--- config.mk ---
export PLATFORM = sky130hd
export DESIGN_NAME = eeg_out_arbiter
export DESIGN_NICKNAME = d
export VERILOG_FILES = /design/src/rtl/eeg_pkg.sv /design/src/rtl/eeg_skid_buf.sv /design/src/rtl/eeg_out_arbiter.sv
export SDC_FILE = /design/constraint.sdc
export NUM_CORES = 1
export LEC_CHECK = 0
export ABC_AREA = 1
export CORE_MARGIN = 2
export CORE_UTILIZATION = 51
export CTS_BUF_LIST = sky130_fd_sc_hd__clkbuf_4
export CTS_CLUSTER_DIAMETER = 30
export DETAILED_ROUTE_END_ITERATION = 12
export PLACE_DENSITY = 0.88
export SYNTH_ARGS = -nofsm -noshare
export SYNTH_HDL_FRONTEND = slang
export SYNTH_SLANG_ARGS = --single-unit
--- constraint.sdc ---
create_clock -name clk_i -period 4.4 [get_ports clk_i]
set_input_delay 0.66 -clock clk_i [delete_from_list [all_inputs] [get_ports clk_i]]
set_output_delay 0.66 -clock clk_i [all_outputs]
set_load 0.005 [all_outputs]
--- src/rtl/eeg_pkg.sv ---
// Shared types and constants for the EEG_TOP chip-output path.
package eeg_pkg;

    // Width of the CHIP_OUT_DAT pad bus and of the source id that travels with it.
    localparam int unsigned CHIP_OUT_DW  = 8;
    localparam int unsigned CHIP_OUT_IDW = 2;

    typedef enum logic [0:0] {
        ARB_IDLE,
        ARB_XFER
    } arb_st_e;

    // One beat as presented on the output pads at the default widths.
    typedef struct packed {
        logic                    lst;
        logic [CHIP_OUT_DW-1:0]  dat;
        logic [CHIP_OUT_IDW-1:0] src;
    } out_beat_t;

endpackage

--- src/rtl/eeg_skid_buf.sv ---
// Two-entry skid buffer: the head register drives the outputs directly, the skid register
// catches the beat accepted in the cycle the downstream stalls. Accepts 1 beat/cycle when the
// downstream keeps ready high.
module eeg_skid_buf #(
    parameter int unsigned Width = 8
) (
    input  logic             clk_i,
    input  logic             rst_ni,
    input  logic             in_vld_i,
    output logic             in_rdy_o,
    input  logic [Width-1:0] in_dat_i,
    output logic             out_vld_o,
    output logic [Width-1:0] out_dat_o,
    input  logic             out_rdy_i
);

    logic             head_vld_q, head_vld_d;
    logic [Width-1:0] head_q, head_d;
    logic             skid_vld_q, skid_vld_d;
    logic [Width-1:0] skid_q, skid_d;
    logic             push, pop;

    // The skid slot is only ever occupied while the head is, so "full" is just skid_vld_q.
    assign in_rdy_o  = !skid_vld_q;
    assign out_vld_o = head_vld_q;
    assign out_dat_o = head_q;

    // Next-state: refill the head from skid first (ordering), then from the input.
    always_comb begin
        head_vld_d = head_vld_q;
        head_d     = head_q;
        skid_vld_d = skid_vld_q;
        skid_d     = skid_q;
        push       = in_vld_i && !skid_vld_q;
        pop        = head_vld_q && out_rdy_i;
        if (pop || !head_vld_q) begin
            if (skid_vld_q) begin
                head_d     = skid_q;
                head_vld_d = 1'b1;
                skid_vld_d = 1'b0;
            end else if (push) begin
                head_d     = in_dat_i;
                head_vld_d = 1'b1;
            end else begin
                head_vld_d = 1'b0;
            end
        end else if (push) begin
            skid_d     = in_dat_i;
            skid_vld_d = 1'b1;
        end
    end

    // State registers; reset empties both slots and clears the pad data.
    always_ff @(posedge clk_i or negedge rst_ni) begin
        if (!rst_ni) begin
            head_vld_q <= 1'b0;
            head_q     <= '0;
            skid_vld_q <= 1'b0;
            skid_q     <= '0;
        end else begin
            head_vld_q <= head_vld_d;
            head_q     <= head_d;
            skid_vld_q <= skid_vld_d;
            skid_q     <= skid_d;
        end
    end

endmodule

--- src/rtl/eeg_out_arbiter.sv ---
// Packet-granular round-robin arbiter for the chip output bus. A grant is taken in IDLE and
// held until the lst beat of that source is accepted; beats leave through a registered skid
// buffer so the pads are driven from flops.
module eeg_out_arbiter
    import eeg_pkg::*;
#(
    parameter int unsigned NUM_REQ = 4,
    parameter int unsigned DW      = CHIP_OUT_DW,
    parameter int unsigned IDW     = $clog2(NUM_REQ)
) (
    input  logic                 clk_i,
    input  logic                 rst_ni,
    input  logic [NUM_REQ-1:0]   cfg_mask_i,
    input  logic [NUM_REQ-1:0]   req_vld_i,
    input  logic [NUM_REQ-1:0]   req_lst_i,
    input  logic [NUM_REQ*DW-1:0] req_dat_i,
    output logic [NUM_REQ-1:0]   req_rdy_o,
    output logic                 out_vld_o,
    output logic                 out_lst_o,
    output logic [DW-1:0]        out_dat_o,
    input  logic                 out_rdy_i,
    output logic [IDW-1:0]       out_src_o,
    output logic                 busy_o
);

    typedef struct packed {
        logic           lst;
        logic [DW-1:0]  dat;
        logic [IDW-1:0] src;
    } beat_t;

    arb_st_e          state_q, state_d;
    logic [IDW-1:0]   grant_q, grant_d;
    logic [IDW-1:0]   rr_ptr_q, rr_ptr_d;
    logic [NUM_REQ-1:0] elig, rot;
    logic             any_elig;
    logic [IDW-1:0]   pick;
    logic [IDW-1:0]   grant_nxt;
    int               pick_ofs;
    logic             skid_in_vld, skid_in_rdy, skid_out_vld;
    beat_t            in_beat, out_beat;

    // Round-robin pick: rotate so rr_ptr is bit 0, take the lowest set bit, rotate back.
    always_comb begin
        elig     = req_vld_i & cfg_mask_i;
        any_elig = |elig;
        rot      = '0;
        for (int i = 0; i < int'(NUM_REQ); i++) begin
            rot[i] = elig[(i + int'(rr_ptr_q)) % int'(NUM_REQ)];
        end
        pick_ofs = 0;
        for (int i = int'(NUM_REQ) - 1; i >= 0; i--) begin
            if (rot[i]) begin
                pick_ofs = i;
            end
        end
        pick = IDW'((pick_ofs + int'(rr_ptr_q)) % int'(NUM_REQ));
    end

    assign grant_nxt = (grant_q == IDW'(NUM_REQ - 1)) ? '0 : grant_q + IDW'(1);

    // FSM next-state and per-source ready.
    always_comb begin
        state_d   = state_q;
        grant_d   = grant_q;
        rr_ptr_d  = rr_ptr_q;
        req_rdy_o = '0;
        unique case (state_q)
            ARB_IDLE: begin
                if (any_elig) begin
                    grant_d = pick;
                    state_d = ARB_XFER;
                end
            end
            ARB_XFER: begin
                req_rdy_o[grant_q] = skid_in_rdy;
                if (req_vld_i[grant_q] && skid_in_rdy && req_lst_i[grant_q]) begin
                    rr_ptr_d = grant_nxt;
                    state_d  = ARB_IDLE;
                end
            end
        endcase
    end

    // FSM, grant and round-robin pointer registers.
    always_ff @(posedge clk_i or negedge rst_ni) begin
        if (!rst_ni) begin
            state_q  <= ARB_IDLE;
            grant_q  <= '0;
            rr_ptr_q <= '0;
        end else begin
            state_q  <= state_d;
            grant_q  <= grant_d;
            rr_ptr_q <= rr_ptr_d;
        end
    end

    assign skid_in_vld = (state_q == ARB_XFER) && req_vld_i[grant_q];
    assign in_beat.lst = req_lst_i[grant_q];
    assign in_beat.dat = req_dat_i[int'(grant_q) * DW +: DW];
    assign in_beat.src = grant_q;

    eeg_skid_buf #(
        .Width($bits(beat_t))
    ) u_skid (
        .clk_i    (clk_i),
        .rst_ni   (rst_ni),
        .in_vld_i (skid_in_vld),
        .in_rdy_o (skid_in_rdy),
        .in_dat_i (in_beat),
        .out_vld_o(skid_out_vld),
        .out_dat_o(out_beat),
        .out_rdy_i(out_rdy_i)
    );

    assign out_vld_o = skid_out_vld;
    assign out_lst_o = out_beat.lst;
    assign out_dat_o = out_beat.dat;
    assign out_src_o = out_beat.src;
    assign busy_o    = (state_q == ARB_XFER) || skid_out_vld;

endmodule

Word-level counts from Yosys, hierarchy flattened:

Index checks and enable logic that the tools add are counted.

* input port bits: 47
* register bits after elaboration: 29
* word-level logic and storage cells: 79
* output and inout port bits: 17

* bitwise gates (word level): 7
* reductions and logical operators: 20
* eq/ne operators: 1
* $lt $le $gt $ge: 6
* shift operators: 1
* $add $sub $neg: 5
* mux-type cells: 32

Operator list (number)
* 32-bit by 6-bit indexed part select with 8-bit output: 1
* 11-bit 2-to-1 mux: 2
* 1-bit 2-to-1 mux: 16
* 1-bit binary-select mux with 2-bit select: 6
* 3-bit by 4-bit < comparator with 1-bit output (second input constant): 3
* 2-bit 2-to-1 mux: 5
* 4-bit bitwise AND: 2
* 2-bit AND reduction: 4
* 1-bit logical AND: 6
* 2-bit by 3-bit < comparator with 1-bit output (second input constant): 2
* 2-bit OR reduction: 3
* 2-bit adder (first input constant): 2
* 4-bit 2-to-1 mux: 1
* 2-bit nonzero test: 2
* 4-bit OR reduction: 1
* 1-bit bitwise AND (first input constant): 3
* 1-bit by 2-bit adder with 2-bit output (first input constant): 1
* 2-bit by 1-bit adder with 2-bit output (second input constant): 1
* 2-bit adder: 1
* 1-bit demux with 2-bit select: 1
* 2-bit == test (second input constant): 1
* 2-bit by 1-bit greater-or-equal comparator with 1-bit output (second input constant): 1
* 1-bit zero test: 2
* 1-bit logical OR: 2
* other kinds (2): 3

Longest topological paths before layout:

Gate-level depths: netlist of run 1.

* word-level depth: 11
* mapped depth: 14
* mapped depth without buffers: 13

By module:

A second synthesis of run 1 with hierarchy kept.

* cell total of the unflattened synthesis: 293
* area, all modules: 1993.2 µm²

By module, submodules not included
* eeg_skid_buf: area an instance 1111.1 µm², sequential area each 600.6 µm², times used 1, cells each 144
* eeg_out_arbiter: area an instance 882.1 µm², sequential area each 125.1 µm², times used 1, cells each 149

Least setup slack after synthesis of run 1:

OpenSTA, ideal clock, no wires.

* path type: register -> output
* from: reg grant_q[1]
* to: out req_rdy_o[0]
* arrival time: 1.141 ns
* path slack: 2.599 ns
* cell stages (with the launch flop): 6
* path through: dfrtp_1 inv_1 clkbuf_1 ha_1 inv_1 nor2_1

* word-level cells in the longest chain between the ends: 6

RTL lines
* start: declaration: line eeg_out_arbiter.sv:33 `logic [IDW-1:0] grant_q, grant_d;`
* start signal: assignment: line eeg_out_arbiter.sv:93 `grant_q <= grant_d;`
* 2-bit by 3-bit < comparator with 1-bit output (implied by the code) / 2-bit by 1-bit greater-or-equal comparator with 1-bit output (equally long branches): line eeg_out_arbiter.sv:76 `req_rdy_o[grant_q] = skid_in_rdy;`
* 1-bit logical AND (implied by the code): line eeg_out_arbiter.sv:76
* 1-bit 2-to-1 mux (implied by the code): line eeg_out_arbiter.sv:76
* 1-bit demux with 2-bit select *: line eeg_out_arbiter.sv:76
* 4-bit bitwise AND (no source line) *
* 4-bit 2-to-1 mux *: line eeg_out_arbiter.sv:68 `unique case (state_q)`
* end: declaration: line eeg_out_arbiter.sv:17 `output logic [NUM_REQ-1:0] req_rdy_o,`

Mark *: on every way between the ends. The rest lies on a longest branch, timed or not.

Worst setup path in the final report of run 1:

* from: reg grant_q[0]
* to: out req_rdy_o[2]

The elaborated chain is that of the path after synthesis.

==> flow_summary.toml, run 1 <==
[outcome]
status = "completed"

[clock_network]
clk_path_buf_depth = 2
cts_tree = "built"
clock_sinks = 29
postCtsSetupBuffers = 0
cts_buffers = 5
clkLatencyLatePin_ps = 330
postCtsHoldBufs = 0
clk_pin_slew_worst_paths_ps = 90
cts_root_buf = "clkbuf_4"
h-tree-depth = 2
cts_resized = 0

[timing]
slew_headroom_pct = 48.7
period_share_pct = 69.9
fmax_mhz = 325
hold_viol_final = 0
rsz0062_at_grt = "no"
setup_tns_ps = 0
min_period_ps = 3080
final-max-slew-violation-count = 0
tightest_slew_ps = 770
clock_skew_ps = 5.64
finalSetupViolCount = 0

[place]
place_congestion = 0.809
io_buffers = 63
placed_area_um2 = 2540
hpwl_mm = 3.53

[cells_and_area]
mostFrequentLayoutCells = "nand2_1 (113), clkdlybuf4s50_1 (63), nand3_1 (48), dfrtp_1 (29), o21ai_0 (24)"
fin_nets = 391
num_antenna_cells = 0
final_common_cell = "nand2_1"
final_cell_area_um2 = 2590
n_fill_cell = 318
drive_above_1_share_pct = 6.47
area_growth_pct = 35.8

[routing]
routed_via_density = 5.28
vias = 2049
drc_errors = 0
drtIter0Drc = 129
ant_nets = 0
drt_wl_total_mm = 4.76
detail_route.first_pass.iterations = 4
avgRoutedWirePerCell_um = 12.3

[logic_synthesis]
ys_seq_elements = 29
synth_top_area_share_pct = 38.1
synth_warnings = 0
synthCells = 279
ys_seq_area_share_pct = 38.1
synth.avg_cell_area_um2 = 6.83
synth.largest_area_cell = "dfrtp_1"
syn_area_um2 = 1910
yosys-top-cells-area = "dfrtp_1 (38%), nand2_1 (22%), nand3_1 (13%)"
synthDistinctLibCells = 23
synth_nets = 331

[die]
start_util_pct = 52.4
placementRows = 22
ios = 64
die_w_um = 65.1
die_h_um = 65.1
core_area_um2 = 3630
dieArea_um2 = 4240

[power_and_ir_drop]
internal-power_w = 0.000876
ir_drop_uv = 329
power_frac_clock_pct = 9.1
p_sw_w = 0.000788
power_leakage_nw = 1.27
p_comb_share_pct = 59.6
seq_power_share_pct = 31.4
power.total_w = 0.00166
switching_share_pct = 47.4
p_per_area_nw_per_um2 = 643

[grt]
grt_pass1_vias = 1831
grt_max_degree = 30
antenna_found_initial = 0
grt_usage_pct = 24.7
grt_overflow = 0
grt_pass1_wl_mm = 8.09

[worst_setup_path]
critPathCaptureType = "primary output"
crit_arrival_ps = 2420
cpPeakStageDelay_ps = 850
start_kind = "flip-flop"
crit_fanout = 26
path_cells = "inv_2 -> ha_1 -> inv_1 -> nor2_1 -> clkdlybuf4s50_1"
path_class = "flip-flop to primary output"
slowest_stage = "dfrtp_1"
required_ps = 3740

[hold_path]
hp-class = "flip-flop to flip-flop"

[run]
drv_cap = 0
worst paths after layout:
kind                                          start  slack (ps)  depth (start not counted)                  end
worst max register to register           grant_q[0]        1940                          8     u_skid.skid_q[0]
max in group asynchronous                    rst_ni        3420                          2     u_skid.skid_q[6]
worst max-delay path                     grant_q[0]        1320                          5         req_rdy_o[2]
worst min register to register  u_skid.out_dat_o[9]         470                          2  u_skid.out_dat_o[9]
worst min-delay path            u_skid.out_dat_o[9]         470                          2  u_skid.out_dat_o[9]
min in group asynchronous                    rst_ni         700                          2  u_skid.out_dat_o[2]
flip-flops by register name, indices dropped and copies added (netlist names):
signal and cells:
rr_ptr_q 2, u_skid.skid_q 11, u_skid.out_dat_o 11, state_q 1
u_skid.out_vld_o 1, u_skid.skid_vld_q 1, grant_q 2
Yosys cell counts:
library cell and count:
a21oi_1 1, a31oi_1 1, buf_1 2, buf_2 2
buf_6 3, clkbuf_1 4, clkinv_1 1, dfrtp_1 29
ha_1 5, inv_1 20, inv_2 4, nand2_1 113
nand2_2 2, nand3_1 48, nand3_2 4, nand4_1 1
nor2_1 9, nor2_2 1, nor2_8 1, nor3_4 1
o21ai_0 24, o21ai_2 2, xor2_1 1
layer usage:
layer  part of all wire, %  track usage, %
met1                    42            31.1
met2                    49            42.0
met5                     0               0
met4                   1.5            9.11
met3                   7.1            5.31
kinds of logic (layout without fill, tap and decap cells):
| group | after synthesis | count (layout) | synth area share (%) |
|---|---|---|---|
| adder cells (fa/ha/maj) | 5 | 5 | 3.28 |
| buffers and inverters | 36 | 97 | 8.40 |
| XOR/XNOR | 1 | 1 | 0.460 |
| AO/OA/AOI/OAI | 28 | 28 | 7.81 |
| flip-flops | 29 | 29 | 38.1 |
| AND/OR/NAND/NOR | 180 | 180 | 42.0 |
cell type report:
class | instances | area (µm²) | area share (%)
multi-input combinational | 214 | 1020 | 39.4
tap | 48 | 60.1 | 2.32
clock buffer | 5 | 37.5 | 1.45
sequential | 29 | 726 | 28.0
timing repair buffer | 64 | 638 | 24.7
inverter | 25 | 93.8 | 3.63
clock inverter | 3 | 12.5 | 0.484
power groups by stage:
stage	sequential, W	clock, W	combinational [W]
5_1_grt	0.000540	0.000168	0.00114
3_5_place_dp	0.000524	0	0.000989
6_report	0.000522	0.000151	0.000992
3_3_place_gp	0.000520	0	0.000966
2_1_floorplan	0.000474	0	0.000734
4_1_cts	0.000519	0.000155	0.000995
critical path, delay by kind of cell, from the launching register on:
family	cells	cell delay, ps
fa+ha+maj	1	310
flops	1	850
buf+inv	3	870
simple gates	1	40
through the flow:
stage	util [%]	setup slack, ps	instances	hold WS [ps]
2_1_floorplan	-	2600	279	364
5_1_grt	71.2	1170	388	500
4_1_cts	71.2	1350	388	480
3_3_place_gp	69.8	1770	380	453
6_report	71.2	1320	388	475
3_5_place_dp	69.8	1730	380	458
Power figures use the tool's default switching activity.
==> run 2: changes to the inputs <==
Settings changed: CORE_UTILIZATION 51 to 47, PLACE_DENSITY 0.88 to 0.82.
Clock period 4.4 ns to 3.17 ns, I/O delays scaled along.
==> run 2 against run 1 <==
  * Total power grew 44%
  * Largest power group unchanged
  * Clock-buffer cell count grew 1
  * Sequential cell count is the same
  * Cell area grew 1.2%
==> flow_summary.toml, run 2 (same netlist as run 1, synthesis figures left out) <==
[hold_path]
hp-class = "flip-flop to flip-flop"
hold_depth = 2
hold-path-endpoint = "u_skid.out_dat_o[5]"
min_from = "u_skid.out_dat_o[5]"

[routing]
vias = 1998
avgRoutedWirePerCell_um = 12.7
ant_nets = 0
routed_via_density = 5.08
detail_route.first_pass.iterations = 4
drc_errors = 0
drt_wl_total_mm = 4.98
drtIter0Drc = 158

[cells_and_area]
drive_above_1_share_pct = 7.87
fin_nets = 394
num_antenna_cells = 0
final_common_cell = "nand2_1"
area_growth_pct = 37.4
mostFrequentLayoutCells = "nand2_1 (113), clkdlybuf4s50_1 (63), nand3_1 (48), dfrtp_1 (29), o21ai_0 (24)"
n_fill_cell = 352

[timing]
holdWs_ps = 475
rsz0062_at_grt = "no"
min_period_ps = 2550
finalSetupViolCount = 0
tightest_slew_ps = 664
clock_skew_ps = 10.7
fmax_mhz = 393
hold_viol_final = 0
final-max-slew-violation-count = 0
period_share_pct = 80.3
setup_tns_ps = 0
slew_headroom_pct = 55.6

[die]
die_w_um = 67.7
dieArea_um2 = 4580
ios = 64
die_h_um = 67.7
placementRows = 23
core_area_um2 = 3940
start_util_pct = 48.3

[clock_network]
cts_buffers = 5
cts_root_buf = "clkbuf_4"
clk_path_buf_depth = 2
postCtsSetupBuffers = 0
cts_tree = "built"
clk_pin_slew_worst_paths_ps = 100
clkLatencyLatePin_ps = 350
cts_resized = 0
clock_sinks = 29
h-tree-depth = 2
postCtsHoldBufs = 0

[grt]
grt_max_degree = 30
grt_pass1_vias = 1745
grt_overflow = 0
grt_pass1_wl_mm = 7.83
antenna_found_initial = 0
grt_usage_pct = 23.2

[worst_setup_path]
rrSetupSlack_ps = 1060
required_ps = 2690
start_kind = "flip-flop"
crit_fanout = 14
critPathCaptureType = "primary output"
path_class = "flip-flop to primary output"
r2r_cells = 12
reg2reg_from = "rr_ptr_q[0]"
crit_arrival_ps = 2070
worstReg2RegEnd = "grant_q[1]"

[place]
hpwl_mm = 3.62
io_buffers = 63
place_congestion = 0.939

[run]
drv_cap = 0

[power_and_ir_drop]
p_per_area_nw_per_um2 = 916
power_leakage_nw = 1.29
ir_drop_uv = 518

[outcome]
status = "completed"
[run 2: power breakdown]
part | internal (W) | switching (W)
Sequential | 0.000554 | 0.000111
Clock | 0.0000928 | 0.000139
Combinational | 0.000606 | 0.000894
[run 2: worst max path at each step]
stage / startpoint / endpoint / depth (start not counted)
after floorplan: rr_ptr_q[0] / grant_q[1] / 13
after global placement: out_rdy_i / u_skid.skid_q[1] / 7
after global routing: grant_q[1] / req_rdy_o[0] / 5
after CTS: grant_q[1] / req_rdy_o[0] / 5
final: grant_q[1] / req_rdy_o[0] / 5
after detailed placement: out_rdy_i / u_skid.skid_q[1] / 7
[run 2: final cells by class]
class                      count  area [µm²]  area share [%]
multi-input combinational    214        1020            39.0
inverter                      25        93.8            3.59
clock buffer                   6        45.0            1.72
timing repair buffer          67         661            25.2
sequential                    29         726            27.7
clock inverter                 2        10.0           0.382
tap                           50        62.6            2.39
[run 2: metrics by stage]
step,worst slack [ps],area (µm²),std cells,power (W),util (%)
final,624,2620,393,0.00240,66.4
after CTS,612,2620,393,0.00241,66.4
after global routing,521,2620,393,0.00263,66.4
after floorplan,1400,1910,279,0.00168,-
after global placement,922,2560,385,0.00213,65.0
after detailed placement,856,2560,385,0.00218,65.0
[run 2: critical path, stage by stage (launching register included)]
cell and delay (ps):
dfrtp_1 390, inv_1 420, ha_1 260, inv_1 40, nor2_1 100, clkdlybuf4s50_1 520
[run 2: metal layers]
metal	wire length (µm)	up-vias	part of all wire [%]	track usage, %
met2	2450	54	49	39.6
met5	0	-	0	0
met4	93	0	1.9	9.95
met3	264	9	5.3	4.00
li1	-	1017	-	-
met1	2170	918	44	28.7
==> run 3: changes to the inputs <==
Settings changed: CORE_UTILIZATION 47 to 43, PLACE_DENSITY 0.82 to 0.79.
Clock period 3.17 ns to 2.2 ns, I/O delays scaled along.
==> run 3 against run 2 <==
  * Routed wire length fell by 4.0%
  * Global-route usage fell by 2.6 points
  * Sequential power rose by 44%
  * Non-clock buffer count rose by 6
  * Setup slack got worse by 510 ps
  * Critical path depth did not move
  * Final cell count rose by 1.5%
  * Critical path type unchanged
==> flow_summary.toml, run 3 (same netlist as run 1, synthesis figures left out) <==
[die]
ios = 64
die_h_um = 70.6
placementRows = 24
core_area_um2 = 4320
die_w_um = 70.6
dieArea_um2 = 4980
start_util_pct = 44.1

[grt]
grt_max_degree = 30
antenna_found_initial = 0
grt_use_met3_pct = 3.42
grt_pass1_vias = 1867
gr-usage-met1_pct = 26.8
grt_usage_pct = 20.6
grt_pass1_wl_mm = 8.27
gr-max-usage-layer = "met2"
use_met2_pct = 34.0
grt_overflow = 0

[timing]
clock_skew_ps = 8.58
setup_tns_ps = 0
slew_headroom_pct = 75.2
hold_viol_final = 0
period_share_pct = 94.7
min_period_ps = 2080
rsz0062_at_grt = "no"
finalSetupViolCount = 0
fmax_mhz = 480
tightest_slew_ps = 372
final-max-slew-violation-count = 0

[clock_network]
clk_path_buf_depth = 2
cts_root_buf = "clkbuf_4"
clkLatencyLatePin_ps = 330
postCtsSetupBuffers = 0
h-tree-depth = 2
clock_sinks = 29
postCtsHoldBufs = 0
cts_buffers = 5
cts_tree = "built"
cts_resized = 0
clk_pin_slew_worst_paths_ps = 90

[place]
io_buffers = 63
hpwl_mm = 3.62
placed_area_um2 = 2610
place_congestion = 0.880

[worst_setup_path]
required_ps = 1870
cp_num_buf_inv = 3
critPathCaptureType = "primary output"
crit_family = "buffers and inverters"
cpPeakStageDelay_ps = 520
crit_arrival_ps = 1750
rrSetupSlack_ps = 370
path_cells = "inv_2 -> ha_1 -> inv_1 -> nor2_1 -> clkdlybuf4s50_1"
slowest_stage = "clkdlybuf4s50_1"
path_class = "flip-flop to primary output"
crit_fanout = 6
start_kind = "flip-flop"

[power_and_ir_drop]
ir_drop_uv = 719
p_per_area_nw_per_um2 = 1290
power_leakage_nw = 1.31
power.total_w = 0.00343

[routing]
avgRoutedWirePerCell_um = 12.0
drt_wl_total_mm = 4.78
routed_via_density = 5.07
detail_route.first_pass.iterations = 4
drtIter0Drc = 61
vias = 2023
drc_errors = 0
ant_nets = 0

[cells_and_area]
num_antenna_cells = 0
mostFrequentLayoutCells = "nand2_1 (113), clkdlybuf4s50_1 (63), nand3_1 (48), dfrtp_1 (29), o21ai_0 (24)"
fin_nets = 400
final_common_cell = "nand2_1"
final_cell_area_um2 = 2650
area_growth_pct = 39.2
drive_above_1_share_pct = 8.93

[hold_path]
hp-class = "input port to async pin"

[run]
drv_cap = 0

[outcome]
status = "completed"
run 3: cell count changes in the layout (fill, tap and decap cells not counted), sizes merged:
| cell | previous run | this run |
|---|---|---|
| clkbuf | 6 | 5 |
| buf | 4 | 10 |
| clkinv | 3 | 2 |
run 3: routing by layer:
layer  vias to the layer above  wire, µm
li1                       1032         -
met2                        59      2310
met4                         0        99
met5                         -         0
met3                        10       215
met1                       922      2160
run 3: per-stage QoR:
stage	hold slack (ps)	setup WS, ps	utilization (%)	cells
after global routing	398	32.8	61.3	399
final	383	116	61.3	399
after detailed placement	458	130	60.4	393
after global placement	452	205	60.4	393
after floorplan	34.4	433	-	279
after CTS	386	91.7	61.3	399
run 3: worst paths after layout:
check                                    startpoint                   to  depth (start not counted)
worst max-delay path                     grant_q[0]         req_rdy_o[0]                          5
worst min-delay path                         rst_ni    u_skid.skid_q[10]                          2
worst max register to register          rr_ptr_q[1]           grant_q[1]                         12
worst min register to register  u_skid.out_dat_o[7]  u_skid.out_dat_o[7]                          2
max in group asynchronous                    rst_ni     u_skid.skid_q[6]                          2
min in group clk_i              u_skid.out_dat_o[7]  u_skid.out_dat_o[7]                          2
run 3: layout make-up:
cell class              instances  area [µm²]
fillers                       413        1670
multi-input cells             214        1020
flip-flops and latches         29         726
repair buffers                 73         706
inverters                      25        93.8
well taps                      52        65.1
clock buffers                   5        37.5
clock inverters                 1        5.00
run 3: power by group:
part | internal, W | switching [W]
clock network | 0.000110 | 0.000174
registers | 0.000799 | 0.000157
logic | 0.000932 | 0.00126
total | 0.00184 | 0.00159
